[config.mk]
export PLATFORM = sky130hd
export DESIGN_NAME = cci_rd_arbiter_nport
export DESIGN_NICKNAME = d
export VERILOG_FILES = /design/src/rtl/cci_rd_arbiter_nport.sv
export SDC_FILE = /design/constraint.sdc
export NUM_CORES = 1
export LEC_CHECK = 0
export ABC_AREA = 0
export CAP_MARGIN = 20
export CORE_AREA = 2 2 528 530
export CTS_CLUSTER_DIAMETER = 80
export DETAILED_ROUTE_END_ITERATION = 10
export DIE_AREA = 0 0 530 532
export GPL_TIMING_DRIVEN = 1
export HOLD_SLACK_MARGIN = 0.15
export PLACE_DENSITY = 0.38
export SYNTH_ARGS = -nofsm -noshare
export SYNTH_HDL_FRONTEND = slang
export SYNTH_SLANG_ARGS = --single-unit
export TNS_END_PERCENT = 5
[constraint.sdc]
create_clock -name clk -period 5 [get_ports clk]
set_clock_uncertainty 0.15 [all_clocks]
set_input_delay 1 -clock clk [delete_from_list [all_inputs] [get_ports clk]]
set_output_delay 1 -clock clk [all_outputs]
set_load 0.1 [all_outputs]
[src/rtl/cci_rd_arbiter_nport.sv]
// N-client round-robin read-request arbiter in front of the single CCI c0 read channel.
// Requests carry the client index in the upper mdata bits; responses are routed back by that tag.
module cci_rd_arbiter_nport #(
  parameter int N_CLIENTS       = 4,
  parameter int ADDR_WIDTH      = 42,
  parameter int MDATA_WIDTH     = 16,
  parameter int DATA_WIDTH      = 512,
  parameter int MAX_OUTSTANDING = 64,
  localparam int TAG_BITS       = $clog2(N_CLIENTS),
  localparam int CL_MDATA       = MDATA_WIDTH - TAG_BITS
) (
  input  logic                           clk,
  input  logic                           reset_n,
  input  logic [N_CLIENTS-1:0]           cl_req_valid,
  input  logic [N_CLIENTS*ADDR_WIDTH-1:0] cl_req_addr,
  input  logic [N_CLIENTS*CL_MDATA-1:0]  cl_req_mdata,
  output logic [N_CLIENTS-1:0]           cl_req_ready,
  output logic                           fiu_req_valid,
  output logic [ADDR_WIDTH-1:0]          fiu_req_addr,
  output logic [MDATA_WIDTH-1:0]         fiu_req_mdata,
  input  logic                           fiu_c0_almost_full,
  input  logic                           fiu_rsp_valid,
  input  logic [MDATA_WIDTH-1:0]         fiu_rsp_mdata,
  input  logic [DATA_WIDTH-1:0]          fiu_rsp_data,
  output logic [N_CLIENTS-1:0]           cl_rsp_valid,
  output logic [CL_MDATA-1:0]            cl_rsp_mdata,
  output logic [DATA_WIDTH-1:0]          cl_rsp_data,
  output logic                           idle,
  output logic                           tag_error
);

  localparam int CNT_W = $clog2(MAX_OUTSTANDING + 1);
  localparam logic [CNT_W-1:0] MAX_CNT = CNT_W'(MAX_OUTSTANDING);

  logic                 afReg;
  logic [TAG_BITS-1:0]  rrPtr;
  logic [CNT_W-1:0]     outCnt [N_CLIENTS];
  logic [N_CLIENTS-1:0] eligible;
  logic                 anyGrant;
  logic [TAG_BITS-1:0]  grantIdx;
  int                   probe;
  logic [TAG_BITS-1:0]  rspTag;
  logic                 rspTagOk;
  logic [N_CLIENTS-1:0] rspOh;
  logic                 cntAllZero;

  // Handshake: a client request transfers in the cycle where cl_req_valid[i] && cl_req_ready[i];
  // ready is a one-hot grant that depends on valid only through eligibility, and a client keeps
  // valid asserted until that transfer happens.
  always_comb begin
    eligible = '0;
    for (int i = 0; i < N_CLIENTS; i++) begin
      eligible[i] = reset_n && !afReg && cl_req_valid[i] && (outCnt[i] < MAX_CNT);
    end
  end

  // First eligible client at or above the round-robin pointer, wrapping around.
  always_comb begin
    anyGrant = 1'b0;
    grantIdx = '0;
    probe    = 0;
    for (int k = 0; k < N_CLIENTS; k++) begin
      probe = int'(rrPtr) + k;
      if (probe >= N_CLIENTS) probe = probe - N_CLIENTS;
      if (!anyGrant && eligible[probe]) begin
        anyGrant = 1'b1;
        grantIdx = TAG_BITS'(probe);
      end
    end
  end

  assign cl_req_ready = anyGrant ? (N_CLIENTS'(1) << grantIdx) : '0;

  assign rspTag   = fiu_rsp_mdata[MDATA_WIDTH-1 -: TAG_BITS];
  assign rspTagOk = int'(rspTag) < N_CLIENTS;
  assign rspOh    = (fiu_rsp_valid && rspTagOk) ? (N_CLIENTS'(1) << rspTag) : '0;

  always_comb begin
    cntAllZero = 1'b1;
    for (int i = 0; i < N_CLIENTS; i++) begin
      if (outCnt[i] != '0) cntAllZero = 1'b0;
    end
  end

  always_ff @(posedge clk or negedge reset_n) begin
    if (!reset_n) begin
      afReg         <= 1'b0;
      rrPtr         <= '0;
      fiu_req_valid <= 1'b0;
      fiu_req_addr  <= '0;
      fiu_req_mdata <= '0;
      cl_rsp_valid  <= '0;
      cl_rsp_mdata  <= '0;
      cl_rsp_data   <= '0;
      idle          <= 1'b0;
      tag_error     <= 1'b0;
      for (int i = 0; i < N_CLIENTS; i++) outCnt[i] <= '0;
    end else begin
      afReg         <= fiu_c0_almost_full;
      fiu_req_valid <= anyGrant;
      if (anyGrant) begin
        fiu_req_addr  <= cl_req_addr[grantIdx*ADDR_WIDTH +: ADDR_WIDTH];
        fiu_req_mdata <= {grantIdx, cl_req_mdata[grantIdx*CL_MDATA +: CL_MDATA]};
        rrPtr         <= (int'(grantIdx) == N_CLIENTS - 1) ? '0 : grantIdx + 1'b1;
      end
      cl_rsp_valid <= rspOh;
      if (fiu_rsp_valid) begin
        cl_rsp_mdata <= fiu_rsp_mdata[CL_MDATA-1:0];
        cl_rsp_data  <= fiu_rsp_data;
      end
      tag_error <= tag_error | (fiu_rsp_valid && !rspTagOk);
      idle      <= !fiu_req_valid && cntAllZero;
      // A grant and a response for the same client in one cycle cancel out.
      for (int i = 0; i < N_CLIENTS; i++) begin
        case ({cl_req_ready[i], rspOh[i]})
          2'b10:   if (outCnt[i] != MAX_CNT) outCnt[i] <= outCnt[i] + CNT_W'(1);
          2'b01:   if (outCnt[i] != '0) outCnt[i] <= outCnt[i] - CNT_W'(1);
          default: outCnt[i] <= outCnt[i];
        endcase
      end
    end
  end

endmodule

==> run summary, run 1 <==
The run finished with clean final reports. At the pin with the least slew margin, the transition time is 1470 ps. For the proportion of power drawn by flip-flops and latches, the log shows 27.8%. Worst-case register-to-register setup slack: 1090 ps. Hold timing on the final database bottoms out at a slack of 338 ps.

The via count was 20,700. The worst setup path is captured at an output port. Dividing total power by cell area gives a power density of 495 mW/mm².

The portion of total power attributed to the clock network came out at 30.5%. Yosys attributes the largest share of cell area to sky130_fd_sc_hd__dfrtp_1, sky130_fd_sc_hd__mux2_2, sky130_fd_sc_hd__mux2i_1. Data on the critical path arrives at its endpoint at 3360 ps. In the post-route analysis, the smallest setup slack over all paths is 491 ps. The run gives 0 as the count of unresolved DRC violations after routing.

The horizontal die dimension was 530 µm. The instance area at placement was 0.0434 mm². The proportion of synthesized chip area in sequential cells was 61.4%; the ratio of routed vias to standard cells was 3.00. The tools report the initial DRC count as 992.

The critical path in this run is classified as in2out. Once detailed placement completed, the half-perimeter wirelength came to 144,000 µm. The number of input and output port buffers inserted came out at 1,353.

The design area was 0.0468 mm². Adding up every negative setup slack in the final design gives 0 ps. For this run, asynchronously set or reset flops after synthesis account for 100%. CTS saw 621 sinks. The number of CTS-inserted buffers is 98, and the fraction of post-synthesis cell area in the top cell type by area is 61.4%. The synthesized design contains 0 enable-type register cells. Pin placement for this block handled 1,355 I/O pins.

The layout cell share with drive strength beyond 1 was 26.1%. The first global-routing pass estimated 223,000 µm of wire. Net switching is 45.5% of the power. The detail route stage leaves a number of antenna-violating nets equal to 0. TritonCTS built the clock tree. For the total chip power, the log shows 23.2 mW.

Before antenna repair, the detailed router went through 5 iterations. The hold violation total from the final report is 0. IR analysis of the VDD net gives a maximum drop of 0.000272 V.

Maximum number of pins on one net before global-route repair: 150. Among all flip-flop cells after synthesis, the most frequent one is sky130_fd_sc_hd__dfrtp_1. Deepest level of the CTS H-tree: 3. In this run the worst path has a maximum fanout of 6. The flip-flop and latch count after synthesis works out to 621. The tool flagged a number of max-cap violations equal to 0. The per-instance average area after synthesis is 14.9 µm².

Clock-pin slew was measured on the worst setup and hold paths at 60 ps. The uppermost signal routing layer after detailed routing was met5. For this configuration, the core starts out at a cell density of 9.18%.

The tools report the worst max-slew margin expressed relative to the limit as 2.10%. For the worst flop-to-flop path, the logic depth is 14. In the synthesized netlist, the number of instances is 1,701.

The internal portion of total power is 12.6 mW. The run gives 23,200 µm as the length of routed met3 wiring. In the final routing, the length of wire on met1 measures 67,800 µm. The worst slack at placement is 247 ps.

The final layout net count was 3,898. Counting buffers and inverters, the worst setup path is 10 cells deep. During synthesis, Yosys emitted a total of 0 warnings. The die is 532 µm tall. The top achievable clock speed is 222 MHz, and the final critical path time including I/O delays and setup is 4510 ps. The signal on the critical path passes through dlygate4sd3_1 -> buf_8 -> and4bb_2 -> o22ai_1 -> a211oi_4 -> inv_2 -> ha_1 -> nand2_1 -> inv_1 -> buf_12. Cell type of the slowest stage on the worst timing path: sky130_fd_sc_hd__dlygate4sd3_1. The clock passes through at most 4 buffers.

Along the worst hold path, the cell count comes to 2. At the end of routability-driven placement, the weighted congestion stood at 0.926. Die area: 0.282 mm². For the required time of the worst setup path, the log shows 3850 ps.

The netlist uses 44 different library cells. Wire segments on met2 add up to 78,700 µm in the final route. The run gives 0.0253 mm² as the post-synth design cell area.

The worst min-delay path class is reg2reg. Net switching power figure: 10.5 mW. The later pin in the worst-skew pair is clocked with a latency of 790 ps. Setup repair after global routing left no endpoint under its margin. The total overflow left after global routing is 0. Compared with the post-synthesis result, the final layout area differs by 85.0%. For the quantity of gates resized following cts, the log shows 0.

sky130_fd_sc_hd__dfrtp_1 takes more of the synthesized area than any other cell. After floorplanning, the core was divided into 193 placement rows. Standard cell core area: 0.276 mm². For this run, the total global-route usage over all layers was measured as 11.9%. Together, buffers and inverters on the worst path number 5.

The number of global-route vias before repair was 21,900; the stage delay of the slowest cell on the critical path was 560 ps. The share of total power dissipated in combinational logic is 41.8%. Kind of start point of the critical path: an input pin. The routed design has 173,000 µm of wire.

The number of nets in the synthesized netlist is 2,497. The family with the most delay on the worst path is buffers and inverters. CTS placed an instance of sky130_fd_sc_hd__clkbuf_16 at the clock tree root. Summed over all cells, the static leakage comes to 17.9 nW. In the final routed layout, each cell accounts on average for 25.1 µm. In the finished design, the share of the clock period the worst path needs comes to 90.2%.

The initial antenna violation count is 119, and the setup-violating endpoint count in the final report is 0. The count of final max-slew check failures is 0.
power by group through the flow:
stage,clock (mW),combinational (mW),sequential (mW)
floorplan,0,1.59,11.2
global placement,0,9.75,6.49
detailed placement,0,9.78,6.51
CTS,7.41,9.82,6.44
global route,7.59,10.0,6.53
finish,7.07,9.68,6.44
cell usage in the layout (no fill, tap or decap), drive strengths merged, types with 7 or more instances in the layout:
cell	n
nand2	38
buf	125
xor2	10
o22ai	58
clkdlybuf4s50	1266
xnor2	10
o21ai	22
clkbuf	133
nor2	12
ha	32
clkinv	19
dfrtp	621
nor3	10
mux2	585
diode	29
inv	39
o21a	13
mux2i	57
a21oi	67
bufinv	7
worst paths after layout:
kind,start,endpoint
max,reset_n,cl_req_ready[0]
min,fiu_req_mdata[14],fiu_req_mdata[14]
max reg2reg,outCnt[6],outCnt[27]
min reg2reg,fiu_req_mdata[14],fiu_req_mdata[14]
max in group asynchronous,reset_n,cl_rsp_data[272]
min in group asynchronous,reset_n,cl_rsp_valid[0]
sequential cells by signal, summed over array words and instances (netlist names):
register / cells
outCnt: 28
cl_rsp_mdata: 14
idle: 1
cl_rsp_data: 512
rrPtr: 2
fiu_req_addr: 42
fiu_req_mdata: 16
cl_rsp_valid: 4
afReg: 1
fiu_req_valid: 1
what timing repair did:
| action | 4_1_cts | 5_1_grt |
|---|---|---|
| setup endpoints to repair | 0 | 0 |
| buffers inserted | 0 | 0 |
| hold buffers | 1 | 0 |
| hold endpoints to repair | 45 | 0 |
per-stage QoR:
step | std cells | utilization [%]
after floorplan | 1701 | -
after global placement | 6694 | 15.7
after detailed placement | 6698 | 15.7
after CTS | 6875 | 16.9
after global routing | 6890 | 17.0
final | 6912 | 17.0
Yosys cell counts (all sizes together) (2+ instances only):
cell / count
o21a: 13
buf: 20
nand2: 38
nor2: 12
mux2: 585
a31oi: 3
nor4: 4
nand3b: 2
fa: 4
nor2b: 4
o31a: 4
nand4bb: 2
o22ai: 58
clkbuf: 71
ha: 32
xor2: 10
xnor2: 10
mux2i: 57
nor3: 10
inv: 25
o31ai: 3
dfrtp: 621
nand3: 4
a21o: 4
a31o: 4
a21oi: 67
or3b: 2
o21ai: 22
and4bb: 2
worst reg2reg max path: cells and delay by family, from the launching register on:
kind / cells / cell delay (ps)
buf+inv: 1 / 90
simple gates: 4 / 920
xor+xnor: 1 / 140
compound gates: 5 / 1160
fa+ha+maj: 3 / 870
flops: 1 / 480
kinds of logic after synthesis:
| family | synth area share (%) |
|---|---|
| fa+ha+maj | 1.90 |
| buf+inv | 1.87 |
| mux | 28.3 |
| other cells | 0.0148 |
| xor+xnor | 0.692 |
| compound gates | 4.25 |
| simple gates | 1.64 |
| flops | 61.4 |
routing by layer:
layer / GRT usage [%] / vias to the layer above
met5: 0 / -
met1: 13.5 / 10300
li1: - / 8987
met2: 18.9 / 1129
met3: 7.01 / 261
met4: 2.50 / 60
cell type report:
| cell class | instances | area [µm²] |
|---|---|---|
| fillers | 30400 | 229000 |
| clock buffers | 133 | 2740 |
| diodes | 29 | 72.6 |
| well taps | 3705 | 4640 |
| multi-input cells | 964 | 9340 |
| inverters | 25 | 93.8 |
| repair buffers | 1392 | 13900 |
| clock inverters | 43 | 499 |
| flip-flops and latches | 621 | 15500 |
(Power assumes the default switching activity.)
==> inputs of run 2 (changes only) <==
--- a/config.mk
+++ b/config.mk
@@ -5,7 +5,6 @@
 export SDC_FILE = /design/constraint.sdc
 export NUM_CORES = 1
 export LEC_CHECK = 0
-export ABC_AREA = 0
 export CAP_MARGIN = 20
 export CORE_AREA = 2 2 528 530
 export CTS_CLUSTER_DIAMETER = 80
==> constraint.sdc (replaced) <==
create_clock -name clk -period 3.9 [get_ports clk]
set_clock_uncertainty 0.15 [all_clocks]
set_input_delay 0.78 -clock clk [delete_from_list [all_inputs] [get_ports clk]]
set_output_delay 0.78 -clock clk [all_outputs]
set_load 0.1 [all_outputs]
==> run summary, run 2 (same netlist as run 1, synthesis figures left out) <==
The site row count came out at 193. The first-pass GRT wire length is 214,000 µm. For the effective utilization at floorplan, the log shows 9.18%. Derived from the worst setup path, the maximum achievable clock frequency is 265 MHz. The library cell used most frequently in the layout, excluding fill and tap cells, is sky130_fd_sc_hd__clkdlybuf4s50_1. Setup repair after global routing could not meet its margin everywhere.

The logs give 3,948 for the final layout net count and 29.9% for the portion of total power attributed to the clock network. Cells with a size suffix above 1 make up 31.4% of the layout. For the worst setup path, the data required time is 2970 ps. The core region is 0.276 mm². The detailed router placed 21,000 vias in this run. On the worst path, the slowest cell contributes a delay of 420 ps. The family with the most delay on the worst path is buffers and inverters.

The floorplan step defined a die boundary enclosing 0.282 mm². The buffering stage count on the worst path with inverters included was 4. The number of input and output port buffers inserted is 1,353, and the post-detailed-placement half-perimeter wirelength is 135,000 µm. The count of final max-slew check failures is 0. TritonCTS built the clock tree. The worst setup path is captured at an output port. The number of search-and-repair iterations in the first detailed-routing pass is 5. Static leakage: 18.2 nW. In the final routed layout, each cell accounts on average for 23.5 µm. The clock latency of the later-clocked register in the worst-skew pair was 770 ps; the global-route usage over all layers was 11.2%. Prior to clock tree synthesis, the placed netlist has a worst setup slack of -436 ps. Relative to the synthesized area, the layout overhead comes to 84.9%. At the end of routability-driven placement, the weighted congestion stood at 0.873.

The setup TNS is 0 ps. The signal on the critical path passes through and4bb_2 -> a31o_1 -> a21oi_2 -> o22ai_4 -> buf_4 -> ha_2 -> nand2_2 -> buf_4 -> clkinvlp_4 -> buf_12. The most repeated library cell on the critical path is sky130_fd_sc_hd__buf_4. The largest registers in the layout are cl_rsp_data: 512 flops, fiu_req_addr: 42 flops, outCnt: 28 flops. Leaving out fill and tap cells, the most frequent cells in the layout are sky130_fd_sc_hd__clkdlybuf4s50_1, sky130_fd_sc_hd__dfrtp_1, sky130_fd_sc_hd__mux2_2. The run finished with clean final reports. The clock passes through at most 4 buffers.

For this run, design rule violations remaining after detail routing come to 0. For this design the total switching power over the nets is 13.4 mW. The detailed router finished its first iteration with 702 violations. The routed design has 164,000 µm of wire. The initial antenna violation count is 115, and the horizontal die dimension is 530 µm. The total power density per cell area is 630 mW/mm². The number of clock buffers added by TritonCTS is 98.

The worst max-slew margin expressed relative to the limit came out at 25.7%. The final worst-path setup slack came out at 130 ps. In the finished design, the share of the clock period the worst path needs comes to 96.7%. At the pin with the least slew margin, the transition time is 1110 ps.

The die height was 532 µm; the remaining antenna violation count was 0. The worst setup path is launched from a register. The run gives 621 as the number of sinks handled by clock tree synthesis. Across the VDD grid, the largest voltage drop is 0.000316 V. The switching fraction of total power was 45.4%. Cell type of the slowest stage on the worst timing path: sky130_fd_sc_hd__dfrtp_1.

The worst min-delay path class is in2async. The register with the most flip-flops in the layout has 512 of them. Setup-violating endpoint count in the final report: 0.

For the number of placed I/O pins, the log shows 1,355. The tools report the count of fill cells added during filler insertion as 30,500. The tools report the power share of the combinational group as 42.2%.

The final critical path time including I/O delays and setup was 3770 ps. The biggest fanout along the worst timing path was 4. The critical path in this run is classified as reg2out.

The register containing the most flip-flops in the final layout was cl_rsp_data. The total of max-cap violations is 0. The tree is rooted in a sky130_fd_sc_hd__clkbuf_16. The run gives 22,400 as the number of global-route vias before repair. The ratio of routed vias to standard cells is 3.02. The internal power of the cells totals 16.1 mW.

The H-tree was split into 3 levels. The aggregate global routing overflow came out at 0. The maximum number of pins on one net before global-route repair is 121, and the post-CTS clock slew at the launch and capture registers of the worst setup and hold paths is 60 ps. The proportion of power drawn by flip-flops and latches is 27.9%, and the final non-filler cell total is 6,957. The post-layout utilization of the core is 17.0%, and the total placed cells including tap cells is 6,753.

Data on the critical path arrives at its endpoint at 2840 ps. Hold violation total from the final report: 0.
-- run 2: repair_timing --
| action | CTS | global route |
|---|---|---|
| resized for setup | 2 | 6 |
| pin swaps | 2 | 4 |
| hold buffers | 1 | 0 |
| buffers inserted | 1 | 2 |
| setup endpoints to repair | 2 | 4 |
| hold endpoints to repair | 20 | 0 |
-- run 2: final cells by class --
cell class,count,area (µm²),share of cell area [%]
Tap cell,3705,4640,9.90
Multi-Input combinational cell,964,9420,20.1
Sequential cell,621,15500,33.2
Clock buffer,134,2790,5.95
Timing Repair Buffer,1442,13900,29.7
Antenna cell,26,65.1,0.139
Inverter,25,97.6,0.208
Clock inverter,40,370,0.791
-- run 2: layer usage --
metal / share of wire (%) / track usage, %
met5: 0.39 / 0
met2: 45 / 17.7
met3: 13 / 6.36
met1: 40 / 13.0
met4: 1.9 / 2.25
-- run 2: worst register-to-register path: stages (launching register included) --
cell and delay, ps:
sky130_fd_sc_hd__dfrtp_1 420, sky130_fd_sc_hd__and4bb_2 310, sky130_fd_sc_hd__a31o_1 200, sky130_fd_sc_hd__a21oi_2 190
sky130_fd_sc_hd__o22ai_4 110, sky130_fd_sc_hd__buf_4 150, sky130_fd_sc_hd__ha_2 160, sky130_fd_sc_hd__nand2_2 90
sky130_fd_sc_hd__ha_1 300, sky130_fd_sc_hd__ha_1 290, sky130_fd_sc_hd__nor2b_1 150, sky130_fd_sc_hd__o31a_1 250
sky130_fd_sc_hd__o21ai_0 230, sky130_fd_sc_hd__a21oi_1 100, sky130_fd_sc_hd__nand3b_1 170, sky130_fd_sc_hd__xnor2_1 140
-- run 2: final timing paths --
check / start / end / slack, ps / depth (start not counted)
worst min register to register: fiu_req_mdata[14] / fiu_req_mdata[14] / 340 / 2
max in group asynchronous: reset_n / cl_rsp_data[262] / 940 / 5
worst max register to register: afReg / outCnt[27] / 390 / 15
worst min-delay path: reset_n / fiu_req_mdata[11] / 260 / 3
min in group clk: fiu_req_mdata[14] / fiu_req_mdata[14] / 340 / 2
worst max-delay path: afReg / cl_req_ready[0] / 130 / 10
-- run 2: per-stage QoR --
| stage | hold WS (ps) | area [µm²] | power [mW] |
|---|---|---|---|
| after floorplan | 323 | 25400 | 16.5 |
| after global placement | 323 | 43500 | 20.9 |
| after detailed placement | 329 | 43500 | 20.9 |
| after CTS | 200 | 46700 | 30.1 |
| after global routing | 279 | 46800 | 30.8 |
| final | 256 | 46800 | 29.5 |
-- run 2: power groups by stage --
stage	combinational, mW	clock (mW)	sequential (mW)
2_1_floorplan	2.09	0	14.4
3_3_place_gp	12.6	0	8.32
3_5_place_dp	12.6	0	8.34
4_1_cts	12.6	9.26	8.24
5_1_grt	12.9	9.49	8.36
6_report	12.4	8.81	8.23
